--- config.mk ---
export PLATFORM = sky130hd
export DESIGN_NAME = gate_drv
export DESIGN_NICKNAME = d
export VERILOG_FILES = /design/src/rtl/gate_drv_pkg.sv /design/src/rtl/gate_drv_edge_det.sv /design/src/rtl/gate_drv.sv
export SDC_FILE = /design/constraint.sdc
export NUM_CORES = 1
export LEC_CHECK = 0
export ABC_AREA = 1
export CORE_UTILIZATION = 55
export DETAILED_ROUTE_END_ITERATION = 10
export DONT_BUFFER_PORTS = 1
export GPL_TIMING_DRIVEN = 0
export PLACE_DENSITY = 0.73
export SLEW_MARGIN = 15
export SYNTH_ARGS = -nofsm -noshare
export SYNTH_HDL_FRONTEND = slang
export SYNTH_SLANG_ARGS = --single-unit
--- constraint.sdc ---
create_clock -name clk -period 1.4 [get_ports clk]
set_input_delay 0 -clock clk [delete_from_list [all_inputs] [get_ports clk]]
set_output_delay 0 -clock clk [all_outputs]
set_load 0.01 [all_outputs]
--- src/rtl/gate_drv_pkg.sv ---
// gate_drv_pkg: shared types and width helpers for the bridge gate driver.
//   state_t  - gate driver FSM states
//   cnt_w()  - counter width able to hold values 0..max_val
//   *_DEF    - default timing parameters and their derived counter widths
package gate_drv_pkg;

    typedef enum logic [2:0] {
        IDLE  = 3'd0,
        ARM   = 3'd1,
        DEAD  = 3'd2,
        DRIVE = 3'd3,
        FAULT = 3'd4
    } state_t;

    function automatic int cnt_w(input int max_val);
        return $clog2(max_val + 1);
    endfunction

    localparam int DEAD_TIME_DEF = 15;
    localparam int WATCHDOG_DEF  = 255;
    localparam int DEAD_W_DEF    = cnt_w(DEAD_TIME_DEF);
    localparam int WD_W_DEF      = cnt_w(WATCHDOG_DEF);

endpackage

--- src/rtl/gate_drv_edge_det.sv ---
// edge_det: registers a single-bit signal and flags a change between the
// current input and its registered copy (combinational, same cycle).
//   clk, rst_n - clock, asynchronous active-low reset
//   sig        - input level
//   sig_q      - sig delayed by one clock (resets to 0)
//   chg        - sig ^ sig_q
module edge_det (
    input  logic clk,
    input  logic rst_n,
    input  logic sig,
    output logic sig_q,
    output logic chg
);

    always_ff @(posedge clk or negedge rst_n) begin
        if (!rst_n) sig_q <= 1'b0;
        else        sig_q <= sig;
    end

    assign chg = sig ^ sig_q;

endmodule

--- src/rtl/gate_drv.sv ---
// gate_drv: turns predicted feedback polarity into two complementary bridge
// gate commands with a fixed dead time, gated by the interrupter enable.
//   clk, rst_n     - clock, asynchronous active-low reset
//   sgn            - predicted feedback polarity
//   en             - interrupter enable
//   ocd            - overcurrent detect (highest priority)
//   fault_clr      - fault acknowledge (honoured only with en=0, ocd=0)
//   out_a, out_b   - gate commands, never both high
//   active         - state is DEAD or DRIVE
//   fault          - latched overcurrent flag
//   wd_trip        - one-cycle pulse when a burst is aborted for lost feedback
module gate_drv
    import gate_drv_pkg::*;
#(
    parameter int DEAD_TIME = DEAD_TIME_DEF,
    parameter int WATCHDOG  = WATCHDOG_DEF
) (
    input  logic clk,
    input  logic rst_n,
    input  logic sgn,
    input  logic en,
    input  logic ocd,
    input  logic fault_clr,
    output logic out_a,
    output logic out_b,
    output logic active,
    output logic fault,
    output logic wd_trip
);

    localparam int DW = cnt_w(DEAD_TIME);
    localparam int WW = cnt_w(WATCHDOG);
    localparam logic [DW-1:0] DEAD_LOAD = DW'(DEAD_TIME - 1);
    localparam logic [WW-1:0] WD_LIM    = WW'(WATCHDOG - 1);
    localparam logic [WW-1:0] WD_MAX    = WW'(WATCHDOG);

    state_t        state, state_nxt;
    logic          tgt, tgt_nxt;
    logic [DW-1:0] dcnt, dcnt_nxt;
    logic [WW-1:0] wd, wd_nxt;
    logic          wd_clr;
    logic          out_a_nxt, out_b_nxt, fault_nxt, trip_nxt;
    logic          sgn_q, chg;

    edge_det u_edge (
        .clk   (clk),
        .rst_n (rst_n),
        .sig   (sgn),
        .sig_q (sgn_q),
        .chg   (chg)
    );

    always_comb begin
        state_nxt = state;
        tgt_nxt   = tgt;
        dcnt_nxt  = dcnt;
        out_a_nxt = 1'b0;
        out_b_nxt = 1'b0;
        fault_nxt = fault;
        trip_nxt  = 1'b0;
        wd_clr    = chg;
        if (ocd) begin
            state_nxt = FAULT;
            fault_nxt = 1'b1;
        end else begin
            unique case (state)
                IDLE: begin
                    if (en) begin
                        state_nxt = ARM;
                        wd_clr    = 1'b1;
                    end
                end
                ARM: begin
                    if (!en) begin
                        state_nxt = IDLE;
                    end else if (chg) begin
                        state_nxt = DEAD;
                        tgt_nxt   = sgn;
                        dcnt_nxt  = DEAD_LOAD;
                    end else if (wd >= WD_LIM) begin
                        // Kick: no feedback yet, so drive opposite to the
                        // current level. The kick restarts the watchdog so
                        // the kicked half-cycle gets a full window too.
                        state_nxt = DEAD;
                        tgt_nxt   = ~sgn_q;
                        dcnt_nxt  = DEAD_LOAD;
                        wd_clr    = 1'b1;
                    end
                end
                DEAD: begin
                    // en is ignored here: the half-cycle always completes and
                    // the burst ends at the next feedback edge in DRIVE.
                    if (chg) begin
                        tgt_nxt  = sgn;
                        dcnt_nxt = DEAD_LOAD;
                    end else if (dcnt == '0) begin
                        state_nxt = DRIVE;
                        out_a_nxt = tgt;
                        out_b_nxt = ~tgt;
                    end else begin
                        dcnt_nxt = dcnt - 1'b1;
                    end
                end
                DRIVE: begin
                    if (chg) begin
                        if (en) begin
                            state_nxt = DEAD;
                            tgt_nxt   = sgn;
                            dcnt_nxt  = DEAD_LOAD;
                        end else begin
                            state_nxt = IDLE;
                        end
                    end else if (wd >= WD_LIM) begin
                        state_nxt = IDLE;
                        trip_nxt  = 1'b1;
                    end else begin
                        out_a_nxt = out_a;
                        out_b_nxt = out_b;
                    end
                end
                FAULT: begin
                    if (fault_clr && !en) begin
                        state_nxt = IDLE;
                        fault_nxt = 1'b0;
                    end
                end
                default: state_nxt = IDLE;
            endcase
        end
    end

    // Saturating watchdog: measures clocks since the last feedback edge.
    always_comb begin
        wd_nxt = wd;
        if (wd_clr)
            wd_nxt = '0;
        else if ((state inside {ARM, DEAD, DRIVE}) && (wd != WD_MAX))
            wd_nxt = wd + 1'b1;
    end

    always_ff @(posedge clk or negedge rst_n) begin
        if (!rst_n) begin
            state   <= IDLE;
            tgt     <= 1'b0;
            dcnt    <= '0;
            wd      <= '0;
            out_a   <= 1'b0;
            out_b   <= 1'b0;
            active  <= 1'b0;
            fault   <= 1'b0;
            wd_trip <= 1'b0;
        end else begin
            state   <= state_nxt;
            tgt     <= tgt_nxt;
            dcnt    <= dcnt_nxt;
            wd      <= wd_nxt;
            out_a   <= out_a_nxt;
            out_b   <= out_b_nxt;
            active  <= (state_nxt == DEAD) || (state_nxt == DRIVE);
            fault   <= fault_nxt;
            wd_trip <= trip_nxt;
        end
    end

endmodule

==> results.sh <==
export IMPL_totalWireLength_um=3360
export IMPL_fmax_mhz=677
export IMPL_ys_top_cells_by_area="dfrtp_1 (41%), nand2_1 (16%), inv_1 (7.3%)"
export IMPL_holdPathStages=4
export IMPL_dp_slack_ns=-0.203
export IMPL_vdd_drop_max_mv=0.557
export IMPL_cap_violations=0
export IMPL_synth_area_mm2=0.00135
export IMPL_port_buffers=0
export IMPL_synth_nets=196
export IMPL_cp_start_kind="register"
export IMPL_worst_endpoint_required_ns=1.65
export IMPL_seq_area_frac_synth_pct=40.9
export IMPL_synth_top_area_share_pct=40.9
export IMPL_yosysTopAreaCell="dfrtp_1"
export IMPL_power_leakage_nw=0.795
export IMPL_cp_arrival_ns=1.73
export IMPL_grt_use_total_pct=27.8
export IMPL_final_nets=218
export IMPL_die_h_um=51.5
export IMPL_grt_pass1_vias=1260
export IMPL_netlist_instances=187
export IMPL_synth_distinct_cells=21
export IMPL_dr_pass1_iters=4
export IMPL_status="complete, but fails checks"
export IMPL_fp_row_count=17
export IMPL_clockBufferDepth=2
export IMPL_grt_max_degree=23
export IMPL_cts_sinks=22
export IMPL_drtIter0Drc=47
export IMPL_drc_errors=0
export IMPL_die_area_mm2=0.00265
export IMPL_final_setup_worst_slack_ns=-0.0761
export IMPL_cts_root_buffer_cell="clkbuf_4"
export IMPL_cts_tree="built"
export IMPL_fin_cells=236
export IMPL_start_util_pct=59.7
export IMPL_crit_family="simple AND/OR/NAND/NOR gates"
export IMPL_avgViaCountPerCell=5.53
export IMPL_min_path_type="input pin to register"
export IMPL_cpPeakStageDelay_ns=0.46
export IMPL_io_pins=11
export IMPL_ys_async_sr_fraction_pct=100
export IMPL_tightest_slew_ns=1.05
export IMPL_path_common_cell="nand2_1"
export IMPL_critPathKind="register to register"
export IMPL_overflow=0
export IMPL_post_drt_wl_per_cell_um=14.2
export IMPL_final_setup_tns_ns=-0.602
export IMPL_cp_depth=8
export IMPL_n_fill_cell=179
export IMPL_antenna_cells=0
export IMPL_hpwlAfterDp_um=2070
export IMPL_slew_viol_final=0
export IMPL_relSlewSlack_pct=30.1
export IMPL_fin_crit_sh_pct=105
export IMPL_cts_buffers_inserted=3
export IMPL_synthToLayoutAreaGrowth_pct=23.1
export IMPL_crit_chain="nand2_1 -> nor2_2 -> nand2_2 -> nand3_4 -> nand2_4 -> nor2_4 -> nand2_1 -> nand2_1"
export IMPL_fin_skew_ns=0.00389
export IMPL_violations="setup timing"
export IMPL_whs_ns=0.0119
export IMPL_cp_num_buf_inv=0
export IMPL_power_density_mw_per_mm2=783
export IMPL_rr_worst_depth=8
export IMPL_drive_gt1_share_pct=25.0
export IMPL_syn_avg_cell_area_um2=7.19
export IMPL_final_core_util_pct=73.4
export IMPL_setup_viol=16
export IMPL_dpl_cell_count=215
export IMPL_path_clk_slew_ns=0.13
export IMPL_finalCriticalPeriod_ns=1.48
export IMPL_clock_latency_ns=0.30
export IMPL_route_vias_total=1306
export IMPL_core_area_mm2=0.00225
export IMPL_synth_common_cells="nand2_1 (56), inv_1 (26), dfrtp_1 (22)"
export IMPL_grt_pass1_wl_um=5410
export IMPL_r2r_setup_slack_ns=-0.08
export IMPL_die_x_um=51.5
export IMPL_htree_levels=1
export IMPL_final_antenna_net_count=0
export IMPL_antenna_found_initial=0
export IMPL_ys_warn_count=0
export IMPL_end_kind="register"
export IMPL_synth_ff_type="dfrtp_1"
export IMPL_seq_area_um2=552
export IMPL_finalHoldViolCount=0
export IMPL_rsz0062_at_grt="true"
export IMPL_gp_congestion=0.862
export IMPL_multi_input_comb_area_um2=785
export IMPL_cp_slowest_cell="dfrtp_1"
export IMPL_synth_most_common_cell="nand2_1"
export IMPL_ys_ff_latch=22
export IMPL_synth_edf_count=0
export IMPL_crit_path_max_fanout=5
==> registers in the layout, summed over array words and instances, names as in the netlist <==
register / count
active: 1
dcnt: 4
fault: 1
out_a: 1
out_b: 1
state: 3
tgt: 1
u_edge.sig_q: 1
wd: 8
wd_trip: 1
==> metal layers <==
metal  vias up  global-route usage [%]  share of wire [%]
li1        637                       -                  -
met4         0                    9.91                1.5
met2        39                    46.5                 51
met3         6                    4.17                3.9
met1       624                    36.3                 43
met5         -                       0                  0
==> per-stage QoR <==
step                      area [um^2]  power [mW]
after floorplan                  1350       0.854
after detailed placement         1380       0.895
final                            1660        1.30
after CTS                        1580        1.28
after global placement           1380       0.879
after global routing             1660        1.35
==> worst reg2reg max path: stages, from the launching register on <==
cell and delay [ns]:
dfrtp_1 0.46, nand2_1 0.11, nor2_2 0.23, nand2_2 0.16, nand3_4 0.10, nand2_4 0.08, nor2_4 0.16, nand2_1 0.07
nand2_1 0.06
==> area by class of cell <==
type | count | area share (%)
Tap cell | 28 | 2.12
Inverter | 30 | 6.95
Timing Repair Buffer | 16 | 8.01
Multi-Input combinational cell | 136 | 47.4
Clock buffer | 4 | 2.19
Sequential cell | 22 | 33.3
==> cells by family after synthesis <==
family / count (synthesis) / share of synthesized area (%)
adder cells (fa/ha/maj): 3 / 2.79
XOR/XNOR: 2 / 1.30
flip-flops: 22 / 40.9
AO/OA/AOI/OAI: 15 / 6.33
AND/OR/NAND/NOR: 115 / 40.3
buffers and inverters: 30 / 8.37
==> placed cells by master (no fill, tap or decap), types with 5 or more instances in the layout <==
| master | synthesis | layout |
|---|---|---|
| dlygate4sd3_1 | 0 | 5 |
| inv_1 | 26 | 24 |
| nand2_4 | 0 | 5 |
| nand2_1 | 56 | 50 |
| nand2_2 | 6 | 8 |
| nand3_1 | 16 | 13 |
| buf_4 | 0 | 11 |
| nand4_1 | 7 | 7 |
| nor2_1 | 15 | 14 |
| dfrtp_1 | 22 | 21 |
==> path summary, 6_finish.rpt <==
path	start	to
min in group asynchronous	rst_n	wd[5]
max reg2reg	wd[5]	dcnt[2]
max in group asynchronous	rst_n	state[0]
min reg2reg	tgt	tgt
min	ocd	wd[1]
max	wd[5]	dcnt[2]
==> power by group <==
group	switching (mW)	leakage, nW	internal, mW	total, mW
Combinational	0.138	0.493	0.0886	0.226
Sequential	0.0340	0.281	0.680	0.714
Clock	0.198	0.0210	0.159	0.356
==> repair_timing <==
item / in CTS / in global routing
pin swaps: 4 / 9
hold buffers: 5 / 0
endpoints found under the hold margin: 30 / 0
gates cloned: 1 / 0
buffers inserted: 6 / 5
endpoints found under the setup margin: 18 / 19
gates resized for setup: 18 / 10
Power figures use the tool's default switching activity.
